--- src/rtl/alu_mc.sv ---
// Multi-cycle ALU: single-cycle logic/arith/multiply ops plus an iterative restoring divider,
// with valid/ready handshakes on both request and result sides.
module alu_mc #(
  parameter int unsigned WIDTH = 32,
  parameter int unsigned SHW   = $clog2(WIDTH)
) (
  input  logic             clk,
  input  logic             rst,
  input  logic             in_valid,
  output logic             in_ready,
  input  logic [4:0]       alu_op,
  input  logic [WIDTH-1:0] r1,
  input  logic [WIDTH-1:0] r2,
  output logic             out_valid,
  input  logic             out_ready,
  output logic [WIDTH-1:0] res,
  output logic             zero
);

  typedef enum logic [1:0] {StIdle, StBusy, StHold} state_e;

  state_e state_q, state_d;

  logic [WIDTH-1:0] res_q, res_d;
  logic             zero_q;
  logic [SHW-1:0]   cnt_q;
  logic [WIDTH-1:0] quo_q, rem_q, dvs_q;
  logic             rem_sel_q, neg_q_q, neg_r_q, dz_q;

  logic accept, is_div, last;
  assign accept = in_valid & in_ready;
  assign is_div = (alu_op >= 5'd15) && (alu_op <= 5'd18);
  assign last   = (cnt_q == SHW'(WIDTH - 1));

  // Single-cycle datapath; signed high product is derived from the unsigned one.
  logic [2*WIDTH-1:0] prod_u;
  logic [WIDTH-1:0]   mulh_s, alu_res;
  logic [SHW-1:0]     sh;

  always_comb begin
    sh      = r2[SHW-1:0];
    prod_u  = {{WIDTH{1'b0}}, r1} * {{WIDTH{1'b0}}, r2};
    mulh_s  = prod_u[2*WIDTH-1:WIDTH] - (r1[WIDTH-1] ? r2 : '0) - (r2[WIDTH-1] ? r1 : '0);
    alu_res = '0;
    case (alu_op)
      5'd0:    alu_res = r1 + r2;
      5'd1:    alu_res = r1 - r2;
      5'd2:    alu_res = r1 & r2;
      5'd3:    alu_res = r1 | r2;
      5'd4:    alu_res = r1 ^ r2;
      5'd5:    alu_res = ~(r1 ^ r2);
      5'd6:    alu_res = ~r1;
      5'd7:    alu_res = r1 << sh;
      5'd8:    alu_res = r1 >> sh;
      5'd9:    alu_res = $signed(r1) >>> sh;
      5'd10:   alu_res = prod_u[WIDTH-1:0];
      5'd11:   alu_res = mulh_s;
      5'd12:   alu_res = prod_u[2*WIDTH-1:WIDTH];
      5'd13:   alu_res = {{(WIDTH-1){1'b0}}, $signed(r1) < $signed(r2)};
      5'd14:   alu_res = {{(WIDTH-1){1'b0}}, r1 < r2};
      default: alu_res = '0;
    endcase
  end

  // Divider operand preparation and one restoring iteration.
  logic             div_sgn, div_rem;
  logic [WIDTH-1:0] mag1, mag2, rem_nx, quo_nx, div_res;
  logic [WIDTH:0]   rem_sh, diff;

  always_comb begin
    div_sgn = (alu_op == 5'd15) || (alu_op == 5'd17);
    div_rem = (alu_op == 5'd17) || (alu_op == 5'd18);
    mag1    = (div_sgn && r1[WIDTH-1]) ? -r1 : r1;
    mag2    = (div_sgn && r2[WIDTH-1]) ? -r2 : r2;
    rem_sh  = {rem_q, quo_q[WIDTH-1]};
    diff    = rem_sh - {1'b0, dvs_q};
    rem_nx  = diff[WIDTH] ? rem_sh[WIDTH-1:0] : diff[WIDTH-1:0];
    quo_nx  = {quo_q[WIDTH-2:0], ~diff[WIDTH]};
    // Divide-by-zero quotient is forced; the remainder path already yields r1 naturally.
    if (rem_sel_q) begin
      div_res = neg_r_q ? -rem_nx : rem_nx;
    end else if (dz_q) begin
      div_res = '1;
    end else begin
      div_res = neg_q_q ? -quo_nx : quo_nx;
    end
  end

  always_ff @(posedge clk) begin
    if (rst) state_q <= StIdle;
    else     state_q <= state_d;
  end

  always_comb begin
    state_d = state_q;
    unique case (state_q)
      StIdle: if (accept) state_d = is_div ? StBusy : StHold;
      StBusy: if (last) state_d = StHold;
      StHold: begin
        if (accept)         state_d = is_div ? StBusy : StHold;
        else if (out_ready) state_d = StIdle;
      end
      default: state_d = StIdle;
    endcase
  end

  always_comb begin
    in_ready  = 1'b0;
    out_valid = 1'b0;
    unique case (state_q)
      StIdle:  in_ready = 1'b1;
      StBusy:  in_ready = 1'b0;
      StHold: begin
        in_ready  = out_ready;
        out_valid = 1'b1;
      end
      default: in_ready = 1'b0;
    endcase
  end

  // res is kept at zero whenever no result is pending.
  always_comb begin
    res_d = res_q;
    if (accept)                          res_d = is_div ? '0 : alu_res;
    else if (state_q == StBusy && last)  res_d = div_res;
    else if (state_q == StHold && out_ready) res_d = '0;
  end

  always_ff @(posedge clk) begin
    if (rst) begin
      res_q     <= '0;
      zero_q    <= 1'b1;
      cnt_q     <= '0;
      quo_q     <= '0;
      rem_q     <= '0;
      dvs_q     <= '0;
      rem_sel_q <= 1'b0;
      neg_q_q   <= 1'b0;
      neg_r_q   <= 1'b0;
      dz_q      <= 1'b0;
    end else begin
      res_q  <= res_d;
      zero_q <= (res_d == '0);
      if (accept && is_div) begin
        cnt_q     <= '0;
        quo_q     <= mag1;
        rem_q     <= '0;
        dvs_q     <= mag2;
        rem_sel_q <= div_rem;
        neg_q_q   <= div_sgn && (r1[WIDTH-1] ^ r2[WIDTH-1]);
        neg_r_q   <= div_sgn && r1[WIDTH-1];
        dz_q      <= (r2 == '0);
      end else if (state_q == StBusy) begin
        cnt_q <= cnt_q + 1'b1;
        quo_q <= quo_nx;
        rem_q <= rem_nx;
      end
    end
  end

  assign res  = res_q;
  assign zero = zero_q;

endmodule

--- config.mk ---
export PLATFORM = sky130hd
export DESIGN_NAME = alu_mc
export DESIGN_NICKNAME = d
export VERILOG_FILES = /design/src/rtl/alu_mc.sv
export SDC_FILE = /design/constraint.sdc
export NUM_CORES = 2
export LEC_CHECK = 0
export CAP_MARGIN = 5
export CELL_PAD_IN_SITES_DETAIL_PLACEMENT = 2
export CELL_PAD_IN_SITES_GLOBAL_PLACEMENT = 2
export CORE_MARGIN = 1.5
export CORE_UTILIZATION = 43
export CTS_CLUSTER_DIAMETER = 50
export DETAILED_ROUTE_END_ITERATION = 7
export PLACE_DENSITY_LB_ADDON = 0.2
export SLEW_MARGIN = 0
export SYNTH_ARGS = -nofsm -noshare
export SYNTH_HDL_FRONTEND = slang
export SYNTH_SLANG_ARGS = --single-unit
--- constraint.sdc ---
create_clock -name clk -period 22 [get_ports clk]
set_clock_uncertainty 0.15 [all_clocks]
set_input_delay 3.3 -clock clk [delete_from_list [all_inputs] [get_ports clk]]
set_output_delay 3.3 -clock clk [all_outputs]
set_load 0.01 [all_outputs]
# Word-level counts from Yosys, hierarchy flattened
# Index checks and enable logic that the tools add are counted.
[totals]
in_bits = 73
elab_cells = 100
output_inout_bits = 35
ff_bits = 140
[classes]
n_eq_ne = 23
magnitude_cmp = 4
reduce_logical = 16
addsub = 10
multipliers = 1
n_mux = 24
n_shift = 3
n_bitwise = 8
[op_table]
columns = ["operator", "n"]
rows = [
  ["$mux W32", 15],
  ["$pmux W32 S15", 1],
  ["$neg A32 Y32", 4],
  ["$sub A32 B32 Y32", 3],
  ["$logic_not A32 Y1", 2],
  ["$lt A32 B32 Y1", 2],
  ["$mul A32 B32 Y64", 1],
  ["$not A32 Y32", 2],
  ["$eq A5 B4 Y1 const B", 8],
  ["$sub A33 B32 Y33", 1],
  ["$add A32 B32 Y32", 1],
  ["$and A32 B32 Y32", 1],
  ["$or A32 B32 Y32", 1],
  ["$shl A32 B5 Y32", 1],
  ["$shr A32 B5 Y32", 1],
  ["$sshr A32 B5 Y32", 1],
  ["$xor A32 B32 Y32", 1],
  ["$eq A5 B3 Y1 const B", 4],
  ["$eq A5 B5 Y1 const B", 3],
  ["$eq A5 B2 Y1 const B", 2],
  ["$mux W2", 5],
  ["$logic_and A1 B1 Y1", 7],
  ["$pmux W2 S3", 1],
  ["$add A5 B1 Y5 const B", 1],
  ["other kinds (18)", 20],
]

# Depth between registers and ports, before layout
[logic_depth]
depth_word = 9
depth_mapped = 49
ltp_nobuf = 43

# Worst setup path after synthesis
# OpenSTA, ideal clock, no wires.
[synth_timing]
kind = "input-to-reg"
startpoint = "in r2[2]"
endpoint = "reg zero_q, in the netlist zero"
slack_ps = 6565
required_time_ps = 21766
setup_ps = 84
arrival_ps = 15200
stages = 47
path_buffers = 8
cell_sequence = "clkbuf_1 -> inv_2 -> buf_1 -> buf_2 -> clkbuf_1 -> buf_1 -> buf_1 -> nor2_1 -> fa_1 -> inv_1 -> fa_1 -> fa_1 -> fa_1 -> inv_1 -> fa_1 -> inv_1 -> fa_1 -> inv_1 -> [11 not listed] -> fa_1 -> inv_1 -> ha_1 -> clkbuf_1 -> a21o_1 -> a21oi_1 -> o21ai_0 -> or3_1 -> a21oi_1 -> xnor2_1 -> nand2_1 -> a31oi_1 -> or3_1 -> or4_1 -> or4b_1 -> nor4_1 -> nand4_1 -> o31ai_2"
[synth_via]
elab_chain_cells = 7
word_cells_on_any_way = 19
cone_classes = "add/sub: 4; mul: 1; order compare: 2; shift: 3; mux: 4; bitwise: 4; reduce/logical: 1"
[synth_rtl]
columns = ["element", "line", "text"]
rows = [
  ["start: declaration", "13", "input logic [WIDTH-1:0] r2,"],
  ["$mul A32 B32 Y64 or $mux W32 (tied branches)", "42, 43", ""],
  ["$sub A32 B32 Y32 (2 in series)", "43", "mulh_s = prod_u[2*WIDTH-1:WIDTH] - (r1[WIDTH-1] ? r2 : '0) - (r2[WIDTH-1] ? r1 : '0);"],
  ["$pmux W32 S15 *", "45", "case (alu_op)"],
  ["$mux W32 * (2 in series)", "124", "if (accept) res_d = is_div ? '0 : alu_res;"],
  ["$logic_not A32 Y1 *", "143", "zero_q <= (res_d == '0);"],
  ["end signal: assignment", "143", ""],
  ["end: declaration", "25", "logic zero_q;"],
]
# Mark *: on every way between the ends. The rest lies on a longest branch, timed or not.
# A chain may end at the register's enable or synchronous reset.

# Final worst setup path
[layout_timing]
startpoint = "in r2[6]"
endpoint = "reg zero_q, in the netlist zero"
# The elaborated chain is that of the path after synthesis.

==> impl_metrics.json <==
{
  "maxCapViolations": 0,
  "yosys-top-cells-count": "inv_1 (1081), fa_1 (929), nor2_1 (915), nand2_1 (827), ha_1 (432)",
  "dieWidth_um": 364.5,
  "hold_violations": 0,
  "synth_top_family_by_area": "adder cells",
  "antenna_found_initial": 26,
  "crit_top_cell": "fa_1",
  "synth.yosys.seq_area_share_pct": 4.986,
  "start_util_pct": 43.35,
  "path_buf_inv": 8,
  "tightest_slew_ns": 1.444,
  "clkTransAtPathRegs_ns": 0.08,
  "drt_wl_total_mm": 345.1,
  "rsz0062_at_grt": "no",
  "worstSetupStartpoint": "r2[6]",
  "max_stage_delay_ns": 1.27,
  "synth_simple_gate_area_share_pct": 17.73,
  "synthMuxAreaShare_pct": 3.428,
  "dp_hpwl_mm": 273.2,
  "gp_routability_congestion": 1.114,
  "synth_seq_cells": 140,
  "drt.antenna.violating_nets": 0,
  "fmaxAchievable_ghz": 0.05444,
  "syn_nets": 8616,
  "final_max_slew_viol_count": 0,
  "period_needed_ns": 18.37,
  "syn2layout_area_growth_pct": 6.148,
  "cts_resized": 0,
  "whs_ns": 0.3191,
  "cts_tree": "built",
  "regToRegEndpoint": "zero",
  "routed-via-count": 60280,
  "crit_end": "zero",
  "cts_root_buffer": "clkbuf_16",
  "num_rows": 132,
  "core-area_um2": 129600,
  "final_cells": 8779,
  "post-route-period-util_pct": 83.49,
  "synth_xor_area_share_pct": 3.390,
  "grt_overflow": 0,
  "h-tree-depth": 4,
  "viasPerCell": 6.866,
  "r2r_slack_ns": 14.54,
  "crit_arrival_ns": 18.59,
  "path_class": "input port to flip-flop",
  "yosysMostFrequentCell": "inv_1",
  "post_cts_buffers": 0,
  "critical-path-top-delay-family": "adder cells",
  "dr.pass1.iters": 6,
  "drtIter0Drc": 7593,
  "insertion_delay_ns": 0.46,
  "setup_viol": 0,
  "synth_cell_types": 114,
  "status": "finished, final reports clean",
  "fin_nets": 8448,
  "clockBufferDepth": 2,
  "synthTopCellsByArea": "fa_1 (33%), ha_1 (9.6%), inv_1 (7.2%), nor2_1 (6.1%), nand2_1 (5.5%)",
  "wl_per_cell_um": 39.31,
  "yosys_warnings": 0,
  "drive_gt1_share_pct": 5.621,
  "hold_path_class": "flip-flop to flip-flop",
  "grt_start_max_net_pins": 89,
  "grt_pass1_vias": 66240,
  "endpoint_kind": "flip-flop",
  "synth_edf_count": 0,
  "synth.largest_area_cell": "fa_1",
  "path_depth": 40,
  "tns_ns": 0,
  "crit_slowest_cell": "a2111oi_1",
  "io_pins": 108,
  "cts_hold_buf": 0,
  "io_buffer_count": 107,
  "cp.required_ns": 22.22,
  "die_h_um": 364.5,
  "worst_r2r_startpoint": "quo_q[31]",
  "critPathLaunchType": "input port",
  "slew_headroom_pct": 3.353,
  "die_area_um2": 132900,
  "drc_errors": 0,
  "gr-usage-all-layers_pct": 51.54,
  "fin_util_pct": 46.02,
  "r2r_cells": 25,
  "syn_avg_cell_area_um2": 7.826,
  "synth_adder_area_share_pct": 42.71,
  "async_reset_ff_share_pct": 0,
  "worst-path-max-fanout": 27,
  "synth_compound_area_share_pct": 16.98,
  "syn_inst": 7182,
  "place_inst": 8737,
  "synth_top_area_share_pct": 33.09,
  "synth_ff_type": "dfxtp_1",
  "syn_area_um2": 56210,
  "cts_buffers": 17,
  "grt_first_pass_wirelength_mm": 487.6,
  "cts.sinks": 140
}
==> metal layers <==
layer  part of all wire, %  vias up  global-route usage (%)
met5                 0.044        -                  0.2905
met4                   9.6       20                   40.88
met3                    12     1590                   15.22
met2                    42     4372                   76.65
met1                    36    31050                   62.17
li1                      -    23240                       -
==> flip-flops by register name (all words and copies together) (netlist names) <==
register / cells
dvs_q: 32
quo_q: 32
rem_q: 32
res: 32
cnt_q: 5
state_q: 2
dz_q: 1
neg_q_q: 1
neg_r_q: 1
rem_sel_q: 1
zero: 1
==> how the worst min path moves through the flow <==
stage / from / endpoint / cells after the start
2_1_floorplan: dvs_q[31] / dvs_q[31] / 2
4_1_cts: dvs_q[31] / dvs_q[31] / 2
3_3_place_gp: cnt_q[4] / cnt_q[4] / 2
5_1_grt: dvs_q[31] / dvs_q[31] / 2
3_5_place_dp: dvs_q[31] / dvs_q[31] / 2
6_report: cnt_q[4] / cnt_q[4] / 2
==> final cells by class <==
| class | count | area (um^2) |
|---|---|---|
| fill | 14790 | 69990 |
| multi-input combinational | 5444 | 47450 |
| inverter | 1105 | 4148 |
| sequential | 140 | 2803 |
| timing repair buffer | 306 | 2480 |
| tap | 1742 | 2180 |
| clock buffer | 17 | 425.4 |
| clock inverter | 15 | 156.4 |
| antenna | 10 | 25.02 |
==> layout by cell type (no fill, tap or decap), types with 58 or more instances in the layout <==
| master | instances |
|---|---|
| inv_1 | 1074 |
| fa_1 | 929 |
| nor2_1 | 910 |
| nand2_1 | 826 |
| ha_1 | 432 |
| a21oi_1 | 327 |
| o21ai_0 | 256 |
| buf_4 | 201 |
| xnor2_1 | 153 |
| dfxtp_1 | 140 |
| a211oi_1 | 111 |
| mux2i_1 | 98 |
| nor3_1 | 95 |
| nand3_1 | 91 |
| clkdlybuf4s50_1 | 89 |
| a21o_1 | 72 |
| xor2_1 | 62 |
| o211ai_1 | 58 |
==> metrics by stage <==
| step | cell area [um^2] | setup WS (ns) |
|---|---|---|
| after CTS | 59630 | 4.402 |
| final | 59660 | 3.633 |
| after detailed placement | 59050 | 3.979 |
| after floorplan | 56210 | 6.565 |
| after global routing | 59640 | 3.795 |
| after global placement | 59040 | 4.438 |
==> tightest hold or removal path, cell delays in order (launching register included) <==
cell and delay (ns):
dfxtp_1 0.32, nand2_1 0.06, a21oi_1 0.05
==> cells by family after synthesis <==
family,Yosys count
flops,140
mux,153
simple gates,2301
buf+inv,1598
fa+ha+maj,1361
compound gates,1413
xor+xnor,216
Power is not shown: default switching activity piles up to over one toggle a cycle in this logic, so the estimate is an artifact.
